`src/rtl/vend_coin_sched.sv`:
```
// Coin scheduler and dispense sequencer in front of the vending FSM core.
// Optional statistics counters are built only when VEND_SCHED_STATS_EN is defined.
module vend_coin_sched #(
  parameter int NUM_SLOTS    = 3,
  parameter int DISP_TIMEOUT = 15,
  parameter int CNT_W        = 8
) (
  input  logic                   clk,
  input  logic                   rst,
  input  logic [NUM_SLOTS-1:0]   slot_req,
  input  logic [2*NUM_SLOTS-1:0] slot_coin,
  output logic [NUM_SLOTS-1:0]   slot_ack,
  output logic [1:0]             grant_id,
  output logic [1:0]             coin_out,
  input  logic                   prod_in,
  input  logic                   chg_in,
  output logic                   disp_req,
  input  logic                   disp_done,
  output logic                   chg_req,
  input  logic                   chg_done,
  input  logic                   fault_clr,
  output logic                   busy,
  output logic                   fault,
  output logic [CNT_W-1:0]       vend_cnt,
  output logic [CNT_W-1:0]       chg_cnt
);
  localparam int               TMR_W     = (DISP_TIMEOUT > 1) ? $clog2(DISP_TIMEOUT) : 1;
  localparam logic [TMR_W-1:0] TMR_LAST  = TMR_W'(DISP_TIMEOUT - 1);
  localparam logic [2:0]       SLOTS3    = 3'(NUM_SLOTS);
  localparam logic [1:0]       SLOT_LAST = 2'(NUM_SLOTS - 1);

  typedef enum logic [1:0] {S_IDLE, S_ISSUE, S_WAIT, S_FAULT} state_t;

  state_t                 r_state;
  state_t                 w_state_nxt;
  logic [1:0]             r_ptr;
  logic [1:0]             r_grant_id;
  logic [NUM_SLOTS-1:0]   r_slot_ack;
  logic [1:0]             r_coin_out;
  logic                   r_disp_req;
  logic                   r_chg_req;
  logic [TMR_W-1:0]       r_timer;

  logic [3:0]             w_elig;
  logic                   w_found;
  logic [1:0]             w_gnt_idx;
  logic [2:0]             w_scan;
  logic [1:0]             w_gnt_coin;
  logic [NUM_SLOTS-1:0]   w_gnt_onehot;
  logic [1:0]             w_ptr_adv;
  logic                   w_disp_keep;
  logic                   w_chg_keep;
  logic                   w_tmo;

  logic [NUM_SLOTS-1:0]   w_ack_nxt;
  logic [1:0]             w_coin_nxt;
  logic [1:0]             w_gid_nxt;
  logic [1:0]             w_ptr_nxt;
  logic                   w_disp_nxt;
  logic                   w_chg_nxt;
  logic [TMR_W-1:0]       w_timer_nxt;

  // A slot with a pending request but coin code 00 is never eligible.
  always_comb begin
    w_elig = '0;
    for (int i = 0; i < NUM_SLOTS; i++) begin
      w_elig[i] = slot_req[i] && (slot_coin[2*i +: 2] != 2'b00);
    end
  end

  // Round-robin search starting at r_ptr, the slot after the last grant.
  always_comb begin
    w_found   = 1'b0;
    w_gnt_idx = 2'd0;
    w_scan    = 3'd0;
    for (int k = 0; k < NUM_SLOTS; k++) begin
      w_scan = {1'b0, r_ptr} + 3'(k);
      if (w_scan >= SLOTS3) begin
        w_scan = w_scan - SLOTS3;
      end
      if (!w_found && w_elig[w_scan[1:0]]) begin
        w_found   = 1'b1;
        w_gnt_idx = w_scan[1:0];
      end
    end
  end

  always_comb begin
    w_gnt_coin   = 2'b00;
    w_gnt_onehot = '0;
    for (int i = 0; i < NUM_SLOTS; i++) begin
      if (w_gnt_idx == 2'(i)) begin
        w_gnt_coin      = slot_coin[2*i +: 2];
        w_gnt_onehot[i] = 1'b1;
      end
    end
  end

  assign w_ptr_adv   = (w_gnt_idx == SLOT_LAST) ? 2'd0 : w_gnt_idx + 2'd1;
  assign w_disp_keep = r_disp_req && !disp_done;
  assign w_chg_keep  = r_chg_req && !chg_done;
  assign w_tmo       = (r_timer == TMR_LAST);

  // ---- state register ----
  always_ff @(posedge clk or posedge rst) begin
    if (rst) begin
      r_state <= S_IDLE;
    end else begin
      r_state <= w_state_nxt;
    end
  end

  // ---- next-state logic ----
  always_comb begin
    w_state_nxt = r_state;
    case (r_state)
      S_IDLE:  if (w_found) w_state_nxt = S_ISSUE;
      S_ISSUE: w_state_nxt = prod_in ? S_WAIT : S_IDLE;
      S_WAIT: begin
        // Completion wins over a timeout landing on the same edge.
        if (!w_disp_keep && !w_chg_keep) begin
          w_state_nxt = S_IDLE;
        end else if (w_tmo) begin
          w_state_nxt = S_FAULT;
        end
      end
      S_FAULT: if (fault_clr) w_state_nxt = S_IDLE;
      default: w_state_nxt = S_IDLE;
    endcase
  end

  // ---- output logic (next values of the registered outputs) ----
  always_comb begin
    w_ack_nxt   = '0;
    w_coin_nxt  = 2'b00;
    w_gid_nxt   = r_grant_id;
    w_ptr_nxt   = r_ptr;
    w_disp_nxt  = 1'b0;
    w_chg_nxt   = 1'b0;
    w_timer_nxt = '0;
    case (r_state)
      S_IDLE: begin
        if (w_found) begin
          w_ack_nxt  = w_gnt_onehot;
          w_coin_nxt = w_gnt_coin;
          w_gid_nxt  = w_gnt_idx;
          w_ptr_nxt  = w_ptr_adv;
        end
      end
      S_ISSUE: begin
        if (prod_in) begin
          w_disp_nxt = 1'b1;
          w_chg_nxt  = chg_in;
        end
      end
      S_WAIT: begin
        if (w_state_nxt == S_WAIT) begin
          w_disp_nxt  = w_disp_keep;
          w_chg_nxt   = w_chg_keep;
          w_timer_nxt = r_timer + TMR_W'(1);
        end
      end
      default: begin
      end
    endcase
  end

  // ---- output registers ----
  always_ff @(posedge clk or posedge rst) begin
    if (rst) begin
      r_slot_ack <= '0;
      r_coin_out <= 2'b00;
      r_grant_id <= 2'd0;
      r_ptr      <= 2'd0;
      r_disp_req <= 1'b0;
      r_chg_req  <= 1'b0;
      r_timer    <= '0;
    end else begin
      r_slot_ack <= w_ack_nxt;
      r_coin_out <= w_coin_nxt;
      r_grant_id <= w_gid_nxt;
      r_ptr      <= w_ptr_nxt;
      r_disp_req <= w_disp_nxt;
      r_chg_req  <= w_chg_nxt;
      r_timer    <= w_timer_nxt;
    end
  end

  assign slot_ack = r_slot_ack;
  assign grant_id = r_grant_id;
  assign coin_out = r_coin_out;
  assign disp_req = r_disp_req;
  assign chg_req  = r_chg_req;
  assign busy     = (r_state != S_IDLE);
  assign fault    = (r_state == S_FAULT);

`ifdef VEND_SCHED_STATS_EN
  logic [CNT_W-1:0] r_vend_cnt;
  logic [CNT_W-1:0] r_chg_cnt;
  logic             w_vend_inc;
  logic             w_chg_inc;

  assign w_vend_inc = (r_state == S_ISSUE) && prod_in;
  assign w_chg_inc  = w_vend_inc && chg_in;

  // Saturating event counters.
  always_ff @(posedge clk or posedge rst) begin
    if (rst) begin
      r_vend_cnt <= '0;
      r_chg_cnt  <= '0;
    end else begin
      if (w_vend_inc && (r_vend_cnt != '1)) r_vend_cnt <= r_vend_cnt + CNT_W'(1);
      if (w_chg_inc && (r_chg_cnt != '1))   r_chg_cnt  <= r_chg_cnt + CNT_W'(1);
    end
  end

  assign vend_cnt = r_vend_cnt;
  assign chg_cnt  = r_chg_cnt;
`else
  assign vend_cnt = '0;
  assign chg_cnt  = '0;
`endif

endmodule
```
`config.mk`:
```
export PLATFORM = sky130hd
export DESIGN_NAME = vend_coin_sched
export DESIGN_NICKNAME = d
export VERILOG_FILES = /design/src/rtl/vend_coin_sched.sv
export SDC_FILE = /design/constraint.sdc
export NUM_CORES = 1
export LEC_CHECK = 0
export ABC_AREA = 0
export ABC_CLOCK_PERIOD_IN_PS = 2500
export CAP_MARGIN = 10
export CORE_ASPECT_RATIO = 0.7
export CORE_MARGIN = 2
export CORE_UTILIZATION = 44
export CTS_CLUSTER_DIAMETER = 50
export CTS_CLUSTER_SIZE = 28
export DETAILED_ROUTE_END_ITERATION = 8
export PLACE_DENSITY = 0.84
export SYNTH_ARGS = -nofsm -noshare
export SYNTH_HDL_FRONTEND = slang
export SYNTH_SLANG_ARGS = --single-unit
```
`constraint.sdc`:
```
create_clock -name clk -period 2.5 [get_ports clk]
set_clock_uncertainty 0.15 [all_clocks]
set_input_delay 0.25 -clock clk [delete_from_list [all_inputs] [get_ports clk]]
set_output_delay 0.25 -clock clk [all_outputs]
set_load 0.02 [all_outputs]
```
==> flow_metrics.py <==
metrics = {
    "synthesis": {
        "synth.avg_cell_area_sq_um": 9.737,
        "yosys_warnings": 0,
        "synth_seq_cells": 17,
        "ys_top_cells_by_area": "dfrtp_1, buf_4, ha_1",
        "synth_top_area_share_pct": 35.23,
        "dominantRegCellSynth": "dfrtp_1",
        "synth_edf_count": 0,
        "yosysTopAreaCell": "dfrtp_1",
        "synthesis.area_sq_um": 1207,
        "yosysSeqAreaShare_pct": 35.23,
        "syn_inst": 124,
        "async_flop_share_pct": 100.0,
        "synth.distinct_cells": 44,
    },
    "worst_setup_path": {
        "cp-start-kind": "register",
        "critPathBufInv": 1,
        "cp_max_fo": 7,
        "reg2reg_to": "r_ptr[0]",
        "critical_path.top_delay_family": "compound AO/OA/AOI/OAI gates",
        "path_cells": "inv_1, ha_1, nand2b_1, a221oi_1, o31ai_1, and4_4, a21o_1",
        "cpPeakStageDelay_ns": 0.49,
        "slowest_stage": "a221oi_1",
        "reg2reg_depth": 7,
        "r2r_start": "r_ptr[0]",
        "arrival_ns": 2.40,
        "crit_type": "reg -> reg",
        "r2r_slack_ns": 0.10,
        "worstPathRequired_ns": 2.50,
        "crit_path_end_kind": "register",
    },
    "power": {
        "leakagePower_nw": 0.6672,
        "report.power.total_mw": 1.552,
        "power.density_nw_per_um2": 1038,
        "vdd_ir_drop_max_mv": 0.5843,
    },
    "layout": {
        "stdcell_count": 187,
        "layout_commonest_cell": "clkdlybuf4s50_1",
        "diodes": 0,
        "fin_nets": 179,
        "most-common-layout-cells": "clkdlybuf4s50_1, dfrtp_1, conb_1",
        "fill_cells": 217,
        "layout-drive-gt1-share_pct": 8.497,
        "synthToLayoutAreaGrowth_pct": 23.83,
    },
    "route": {
        "vias": 985,
        "route.detailed.drc": 0,
        "antenna_left": 0,
        "viasPerCell": 5.267,
        "drt-initial-drc-count": 76,
        "wl_um": 2840,
        "drt_pass1_iterations": 4,
        "wl_per_cell_um": 15.19,
    },
    "place": {
        "dp_hpwl_um": 2258,
        "placed_cells": 183,
        "io_buffers": 26,
        "gp_congestion": 1.025,
    },
    "sta": {
        "period_minus_slack_ns": 2.395,
        "finalHoldViolCount": 0,
        "finalCritPeriodShare_pct": 95.81,
        "rsz0062_at_grt": "true",
        "max_freq_mhz": 417.5,
        "final_max_slew_viol_count": 0,
        "relSlewSlack_pct": 58.16,
        "worst_slew_pin_slew_ns": 0.6270,
        "finalSetupViolCount": 0,
    },
    "min_path": {
        "hold_path_class": "in -> async",
    },
    "job": {
        "drv_cap": 0,
    },
    "cts": {
        "cts.path.max_buffers": 2,
        "numCtsBuffers": 3,
        "path_clk_slew_ns": 0.07,
        "postCtsResizedCells": 0,
        "clock_sinks": 17,
        "insertion_delay_ns": 0.26,
        "cts_hold_buf": 0,
        "cts_tree": "yes",
        "cts_root_buf": "clkbuf_8",
        "post_cts_buffers": 0,
        "htreeDepth": 1,
    },
    "grt": {
        "grt_pass1_vias": 947,
        "grt_first_pass_wirelength_um": 4409,
        "grt_antenna_before_repair": 0,
        "grt-ovfl-total": 0,
        "grtUsageTotal_pct": 19.53,
        "grt_max_degree": 18,
    },
    "floorplan": {
        "chipHeight_um": 47.83,
        "core_area_sq_um": 2534,
        "die_x_um": 66.61,
        "num_rows": 15,
        "num_io_pins": 43,
        "start_util_pct": 47.65,
        "die-area_sq_um": 3186,
    },
    "outcome": {
        "status": "completed",
    },
}
## state kept, by name (all words and copies together), names as in the netlist
name and cells:
r_timer 4, slot_ack 3, coin_out 2, grant_id 2
r_ptr 2, r_state 2, chg_req 1, disp_req 1
## power breakdown
group,switching (mW),internal (mW)
sequential,0.0464,0.350
clock,0.0957,0.111
combinational,0.551,0.399
## stage by stage
| step | setup WS, ns | util, % | hold WS, ns | instance area (sq um) | setup TNS (ns) |
|---|---|---|---|---|---|
| finish | 0.1047 | 59.01 | 0.2328 | 1495 | 0 |
| global route | -0.03473 | 59.01 | 0.2968 | 1495 | -0.03473 |
| CTS | 0.1811 | 59.01 | 0.2530 | 1495 | 0 |
| detailed placement | 0.1963 | 57.19 | 0.3440 | 1449 | 0 |
| global placement | 0.2745 | 57.19 | 0.3283 | 1449 | 0 |
| floorplan | 0.4192 | - | 0.02607 | 1264 | 0 |
## synth_stat cells (all sizes together), types with 2 or more instances
library cell / n
buf: 17
dfrtp: 17
ha: 9
nand2: 9
o21ai: 8
inv: 7
nor2b: 6
nor2: 5
nor3: 4
mux2: 3
nand3: 3
a21o: 2
a221oi: 2
a31oi: 2
nand2b: 2
nand4: 2
nor3b: 2
o211ai: 2
o21a: 2
o31ai: 2
## final cells by class
class,count,area (sq um),share of cell area [%]
Sequential cell,17,425.4,28.45
Timing Repair Buffer,27,267.8,17.91
Clock inverter,1,5.005,0.3347
Tap cell,34,42.54,2.845
Clock buffer,3,41.29,2.762
Inverter,7,26.28,1.757
Multi-Input combinational cell,98,686.9,45.94
## worst max path at each step
stage	start	endpoint	cells past startpoint
2_1_floorplan	r_ptr[0]	grant_id[0]	8
4_1_cts	r_ptr[0]	r_ptr[0]	7
6_report	r_ptr[0]	r_ptr[0]	7
5_1_grt	r_ptr[0]	r_ptr[0]	7
3_5_place_dp	slot_coin[5]	grant_id[1]	6
3_3_place_gp	slot_coin[5]	r_ptr[1]	6
## cell families (layout without fill, tap and decap cells)
kind of cell / Yosys count / in the layout / synth area share (%)
flops: 17 / 17 / 35.23
compound gates: 30 / 30 / 21.04
other cells: 1 / 16 / 0.3106
mux: 3 / 3 / 2.798
simple gates: 38 / 38 / 17.31
buf+inv: 24 / 38 / 12.54
xor+xnor: 2 / 2 / 1.451
fa+ha+maj: 9 / 9 / 9.327
## layer usage
layer / wire length [um] / GRT usage [%] / vias to the layer above
met2: 1397 / 36.80 / 44
met5: 0 / 0 / -
met3: 180 / 4.471 / 4
li1: - / - / 472
met4: 23 / 4.898 / 0
met1: 1238 / 23.35 / 465
No activity file was read; power rests on OpenSTA's default activity.
